==> src/rtl/mem_stage.sv <==
// rtl/mem_stage.sv - RISC-V memory-access stage: BIOS/DMEM ports, store alignment, MMIO and MEM/WB register
module mem_stage #(
  parameter logic [31:0] NOP   = 32'h0000_0013,
  parameter int          CNT_W = 32
) (
  input  logic        clk,
  input  logic        rst_n,
  input  logic        stall,
  input  logic        flush,
  input  logic        mem_valid,
  input  logic [31:0] mem_inst,
  input  logic [31:0] mem_fp_inst,
  input  logic [31:0] mem_pc4,
  input  logic [31:0] mem_alu,
  input  logic [31:0] mem_fpu,
  input  logic [31:0] mem_rs2,
  output logic [11:0] bios_addr,
  output logic        bios_en,
  output logic [13:0] dmem_addr,
  output logic        dmem_en,
  output logic [3:0]  dmem_we,
  output logic [31:0] dmem_din,
  input  logic [7:0]  uart_rx_data,
  input  logic        uart_rx_valid,
  output logic        uart_rx_ready,
  output logic [7:0]  uart_tx_data,
  output logic        uart_tx_valid,
  input  logic        uart_tx_ready,
  output logic [31:0] wb_inst,
  output logic [31:0] wb_fp_inst,
  output logic [31:0] wb_pc4,
  output logic [31:0] wb_alu,
  output logic [31:0] wb_fpu,
  output logic [31:0] wb_io_dout
);

  localparam logic [6:0]  OP_LOAD  = 7'b0000011;
  localparam logic [6:0]  OP_FLW   = 7'b0000111;
  localparam logic [6:0]  OP_STORE = 7'b0100011;
  localparam logic [6:0]  OP_FSW   = 7'b0100111;
  localparam logic [31:0] IO_STAT  = 32'h8000_0000;
  localparam logic [31:0] IO_RX    = 32'h8000_0004;
  localparam logic [31:0] IO_TX    = 32'h8000_0008;
  localparam logic [31:0] IO_CYC   = 32'h8000_0010;
  localparam logic [31:0] IO_INST  = 32'h8000_0014;
  localparam logic [31:0] IO_CLR   = 32'h8000_0018;

  logic [CNT_W-1:0] cycle_cnt;
  logic [CNT_W-1:0] inst_cnt;

  logic [6:0]  opcode;
  logic [1:0]  size;
  logic        is_load;
  logic        is_store;
  logic        is_fsw;
  logic        in_dmem;
  logic        in_bios;
  logic        active;
  logic        commit;
  logic        cnt_clr;
  logic [31:0] st_din;
  logic [3:0]  st_we;
  logic [31:0] io_dout;

  assign opcode   = mem_inst[6:0];
  assign size     = mem_inst[13:12];
  assign is_fsw   = (opcode == OP_FSW);
  assign is_load  = (opcode == OP_LOAD) || (opcode == OP_FLW);
  assign is_store = (opcode == OP_STORE) || is_fsw;
  assign in_dmem  = (mem_alu[31:28] == 4'b0001) || (mem_alu[31:28] == 4'b0011);
  assign in_bios  = (mem_alu[31:28] == 4'b0100);

  // active: memory may be touched; commit: architectural side effects allowed
  assign active = rst_n && !stall;
  assign commit = active && !flush;

  assign bios_addr = mem_alu[13:2];
  assign dmem_addr = mem_alu[15:2];
  assign bios_en   = active && is_load && in_bios;
  assign dmem_en   = active && (is_load || is_store) && in_dmem;

  always_comb begin
    st_din = mem_rs2;
    st_we  = 4'b1111;
    if (!is_fsw) begin
      case (size)
        2'b00: begin
          st_din = {4{mem_rs2[7:0]}};
          st_we  = 4'b0001 << mem_alu[1:0];
        end
        2'b01: begin
          st_din = {2{mem_rs2[15:0]}};
          st_we  = 4'b0011 << {mem_alu[1], 1'b0};
        end
        default: begin
          st_din = mem_rs2;
          st_we  = 4'b1111;
        end
      endcase
    end
  end

  assign dmem_din = st_din;
  assign dmem_we  = (commit && is_store && in_dmem) ? st_we : 4'b0000;

  always_comb begin
    case (mem_alu)
      IO_STAT: io_dout = {30'b0, uart_rx_valid, uart_tx_ready};
      IO_RX:   io_dout = {24'b0, uart_rx_data};
      IO_CYC:  io_dout = 32'(cycle_cnt);
      IO_INST: io_dout = 32'(inst_cnt);
      default: io_dout = 32'b0;
    endcase
  end

  assign uart_rx_ready = commit && is_load && (mem_alu == IO_RX);
  assign uart_tx_valid = commit && is_store && (mem_alu == IO_TX) && uart_tx_ready;
  assign uart_tx_data  = mem_rs2[7:0];
  assign cnt_clr       = commit && is_store && (mem_alu == IO_CLR);

  always_ff @(posedge clk) begin
    if (!rst_n) begin
      wb_inst    <= NOP;
      wb_fp_inst <= NOP;
      wb_pc4     <= 32'b0;
      wb_alu     <= 32'b0;
      wb_fpu     <= 32'b0;
      wb_io_dout <= 32'b0;
      cycle_cnt  <= '0;
      inst_cnt   <= '0;
    end else begin
      if (cnt_clr) begin
        cycle_cnt <= '0;
        inst_cnt  <= '0;
      end else begin
        cycle_cnt <= cycle_cnt + CNT_W'(1);
        if (commit && mem_valid) inst_cnt <= inst_cnt + CNT_W'(1);
      end
      if (!stall) begin
        if (flush) begin
          wb_inst    <= NOP;
          wb_fp_inst <= NOP;
          wb_pc4     <= 32'b0;
          wb_alu     <= 32'b0;
          wb_fpu     <= 32'b0;
          wb_io_dout <= 32'b0;
        end else begin
          wb_inst    <= mem_inst;
          wb_fp_inst <= mem_fp_inst;
          wb_pc4     <= mem_pc4;
          wb_alu     <= mem_alu;
          wb_fpu     <= mem_fpu;
          wb_io_dout <= io_dout;
        end
      end
    end
  end

endmodule

==> config.mk <==
export PLATFORM = sky130hd
export DESIGN_NAME = mem_stage
export DESIGN_NICKNAME = d
export VERILOG_FILES = /design/src/rtl/mem_stage.sv
export SDC_FILE = /design/constraint.sdc
export NUM_CORES = 1
export LEC_CHECK = 0
export BUFFER_PORTS_ARGS = -buffer_cell sky130_fd_sc_hd__buf_2
export CORE_AREA = 2 2 184 186
export DETAILED_ROUTE_END_ITERATION = 8
export DIE_AREA = 0 0 186 188
export GPL_TIMING_DRIVEN = 0
export HOLD_SLACK_MARGIN = 0.05
export MAX_ROUTING_LAYER = met4
export PLACE_DENSITY_LB_ADDON = 0.05
export SYNTH_ARGS = -nofsm -noshare
export SYNTH_HDL_FRONTEND = slang
export SYNTH_SLANG_ARGS = --single-unit
==> constraint.sdc <==
create_clock -name clk -period 2.5 [get_ports clk]
set_input_delay 0.375 -clock clk [delete_from_list [all_inputs] [get_ports clk]]
set_output_delay 0.375 -clock clk [all_outputs]
set_load 0.01 [all_outputs]
# --- Yosys cells after proc, flatten, opt, wreduce, memory -nomap -nowiden ---
# Index checks and enable logic that the tools add are counted.
totals:
  mem_count: 0
  romBits: 0
  reg_bits: 256
  ramBits: 0
  elab_cells: 61
  in_bits: 207
  out_inout_bits: 266
  latch_bits: 0
op_classes:
  n_div: 0
  order_cmp: 0
  muxes: 12
  bitwise_logic: 1
  eq_ne: 14
  reduce_logical: 22
  multipliers: 0
  add_sub_neg: 2
  shifts: 2
ops:
  columns: ["operator", "count"]
  rows:
  - ["$mux 32", 7]
  - ["$eq 32x32->1 const B", 6]
  - ["$pmux 32 s4", 1]
  - ["$add 32x1->32 const B", 2]
  - ["$pmux 32 s2", 1]
  - ["$eq 7x6->1 const B", 2]
  - ["$logic_and 1x1->1", 14]
  - ["$mux 4", 2]
  - ["$pmux 4 s2", 1]
  - ["$eq 7x2->1 const B", 1]
  - ["$eq 7x3->1 const B", 1]
  - ["$eq 4x1->1 const B", 1]
  - ["$eq 4x2->1 const B", 1]
  - ["$eq 4x3->1 const B", 1]
  - ["$logic_or 1x1->1", 4]
  - ["$shl 1x2->4 const A", 1]
  - ["$shl 2x2->4 const A", 1]
  - ["$eq 2x1->1 const B", 1]
  - ["$logic_not 1->1", 2]
  - ["$logic_not 2->1", 1]
  - ["$reduce_or 2->1", 1]
  - ["$not 1->1", 1]

# --- Logic depth before layout (Yosys ltp) ---
logic_depth:
  depth_word: 6
  depth_mapped: 7
  depth_no_buf: 6

# --- Worst setup path after synthesis ---
# No wires, ideal clock.
synth_path:
  path_kind: "input-to-output"
  start: "input mem_inst[1]"
  end: "output dmem_din[24]"
  t_arrival_ps: 1759
  path_buffers: 2
  stages: 7
  required_ps: 2125
  setup_slack_ps: 366
  path_cell_list: "nor4b_1 > and2_1 > a31oi_1 > buf_1 > clkbuf_1 > nor2_1 > a21oi_1"
synth_via:
  elab_chain_cells: 2
synth_rtl:
  columns: ["item", "line", "rtl"]
  rows:
  - ["start, declared", "11", "input logic [31:0] mem_inst,"]
  - ["$eq 7x6->1", "67", "assign is_fsw = (opcode == OP_FSW);"]
  - ["$mux 32", "85", "if (!is_fsw) begin"]
  - ["end, declared", "22", "output logic [31:0] dmem_din,"]
# No other way between the ends.

# --- Final worst setup path ---
layout_path:
  start: "input mem_inst[1]"
  end: "output dmem_din[13]"
# The elaborated chain is that of the path after synthesis.

==> impl_metrics.json <==
{
  "netlist_area_um2": 9930,
  "finalMaxSlewViolations": 0,
  "clk_pin_slew_worst_paths_ps": 60,
  "yosysTopAreaCell": "dfxtp_1",
  "drtAntennaViolNets": 0,
  "crit_required_ps": 2120,
  "synth_edf_count": 0,
  "finClkSkew_ps": 8.43,
  "syn2layout_area_growth_pct": 51.9,
  "fin_area_um2": 15100,
  "io_buffers": 471,
  "hold_viol": 0,
  "cpMaxStageDelayCell": "and2_1",
  "die_y_um": 188,
  "grt_pass1_wl_mm": 59.9,
  "ff2ff_setup_slack_ps": 310,
  "synth_ff_type": "dfxtp_1",
  "crit_buf_inv": 2,
  "run_status": "finished clean",
  "path_max_fanout": 8,
  "max_stage_delay_ps": 450,
  "nets": 1796,
  "rsz0062_at_grt": "false",
  "min_path_type": "input port to flop",
  "vias_per_cell": 4.68,
  "yosysMostFrequentCell": "dfxtp_1",
  "synthesis.nets": 1170,
  "globalplace.congestion": 0.825,
  "io_pins": 473,
  "yosysUniqueCellTypes": 51,
  "drc": 0,
  "synth-seq-cells": 256,
  "fillers": 3315,
  "num_rows": 67,
  "cts_tree": "done",
  "multiInputGateArea_um2": 4200,
  "grt_pass1_vias": 9292,
  "arrival_ps": 2060,
  "cts_buffers": 29,
  "htreeDepth": 1,
  "path_delay_family": "simple AND/OR/NAND/NOR gates",
  "ys_async_sr_fraction_pct": 0,
  "slew_headroom_pct": 33.1,
  "p_leak_nw": 6.96,
  "grt_max_degree": 15,
  "antenna_found_initial": 8,
  "yosysSeqAreaShare_pct": 51.6,
  "cts_sinks": 256,
  "first_pass_iters": 5,
  "vias": 9664,
  "p_per_area_nw_per_um2": 633,
  "finalCritPeriodShare_pct": 97.3,
  "dp_hpwl_mm": 32.0,
  "worst_hold_slack_ps": 68.2,
  "tightest_slew_ps": 996,
  "synth_common_cells": "dfxtp_1 (256), a22o_1 (152), nor2_1 (71)",
  "grt_usage_pct": 23.4,
  "setup_slack_ps": 67.9,
  "final.min_clock_period_ps": 2430,
  "crit_chain": "buf_2 > nor4b_4 > and2_1 > a31oi_1 > and2_1 > mux2_2 > buf_2",
  "start_util_pct": 30.0,
  "first_iter_violations": 393,
  "finalWirelength_mm": 41.5,
  "dp_slack_ps": -289,
  "core_area_um2": 33100,
  "peakVddDrop_v": 0.000496,
  "setup_viol": 0,
  "synth_cells": 961,
  "syn_area_per_cell_um2": 10.3,
  "overflow": 0,
  "yosysTopAreaCellShare_pct": 51.6,
  "regArea_um2": 5120,
  "dieArea_um2": 35000,
  "synth.area.top_cells": "dfxtp_1 (52%), a22o_1 (13%), xor2_1 (3.8%), buf_4 (3.7%), mux2i_1 (3.2%)",
  "wl_per_cell_um": 20.1,
  "place_area_um2": 12900,
  "drive_gt1_share_pct": 38.7,
  "dp_cells": 1880,
  "startpoint_type": "input port",
  "maxClockFrequency_ghz": 0.411,
  "drv_cap": 0,
  "clockBufferDepth": 3,
  "end_kind": "primary output",
  "fin_util_pct": 45.6,
  "ys_warn_count": 0,
  "crit_type": "input port to primary output",
  "clk_latency_ps": 550,
  "final_cells": 2065,
  "root_buffer": "clkbuf_16",
  "die_w_um": 186
}
[final timing paths]
| kind | from | endpoint | cells after the start |
|---|---|---|---|
| min | mem_inst[13] | wb_inst[13]$_SDFFE_PN0N_ | 2 |
| min reg2reg | wb_io_dout[28]$_SDFFE_PN0N_ | wb_io_dout[28]$_SDFFE_PN0N_ | 2 |
| max reg2reg | inst_cnt[4]$_SDFFE_PP0P_ | inst_cnt[31]$_SDFFE_PP0P_ | 5 |
| max | mem_inst[1] | dmem_din[13] | 7 |
[flip-flops by register name, summed over array words and instances, names as in the netlist]
signal	flops
cycle_cnt	32
inst_cnt	32
wb_alu	32
wb_fp_inst	32
wb_fpu	32
wb_inst	32
wb_io_dout	32
wb_pc4	32
[cell families after synthesis]
logic type                 count (synthesis)  share of synthesized area, %
buffers and inverters                    114                          6.32
AOI/OAI and AO/OA                        235                          18.1
DFF                                      256                          51.6
muxes                                     56                          6.17
adders and majority gates                  2                         0.252
and+or+nand+nor                          246                          13.0
xor gates and xnor gates                  52                          4.58
[power breakdown]
group          switching (mW)  internal (mW)
Combinational           0.535          0.554
Clock                    1.75           2.47
Sequential             0.0626           4.19
Total                    2.35           7.21
[metal layers]
metal / up-vias / share of wire, % / track usage [%]
li1: 4722 / - / -
met1: 4575 / 42 / 28.5
met2: 324 / 46 / 37.1
met3: 43 / 10 / 8.64
met4: 0 / 1.8 / 4.75
met5: - / 0 / -
[placed cells by master, fill, tap and decap left out, drive strengths merged, types with 4 or more instances in the layout]
cell and n:
nor2 72, dfxtp 256, a22oi 6, nor3b 4, nor3 6, clkbuf 82, a22o 152, buf 534
or3 9, or4 4, diode 8, o21ai 43, nand3 24, nor4 11, nand4 30, nand2 57
mux2 22, and2 7, mux2i 32, dlygate4sd3 125, clkinv 5, xor2 43, inv 12, and3 9
a21oi 22, xnor2 9, o22a 6
[through the flow]
| stage | TNS (ps) | power (mW) |
|---|---|---|
| after global routing | 0 | 9.94 |
| after detailed placement | -12580 | 5.26 |
| after floorplan | 0 | 4.75 |
| final | 0 | 9.56 |
| after global placement | -13910 | 5.26 |
| after CTS | 0 | 9.67 |
[timing repair]
action,4_1_cts,5_1_grt
setup endpoints to repair,28,11
buffers inserted,0,0
resized for setup,3,5
hold buffers,125,0
endpoints found under the hold margin,125,0
[layout make-up]
type / count / area share [%]
Sequential cell: 256 / 34.0
Multi-Input combinational cell: 591 / 27.8
Timing Repair Buffer: 596 / 23.9
Clock buffer: 43 / 5.69
Buffer: 102 / 3.91
Tap cell: 448 / 3.71
Clock inverter: 10 / 0.572
Inverter: 11 / 0.274
Antenna cell: 8 / 0.133
No activity file was read; power rests on OpenSTA's default activity.
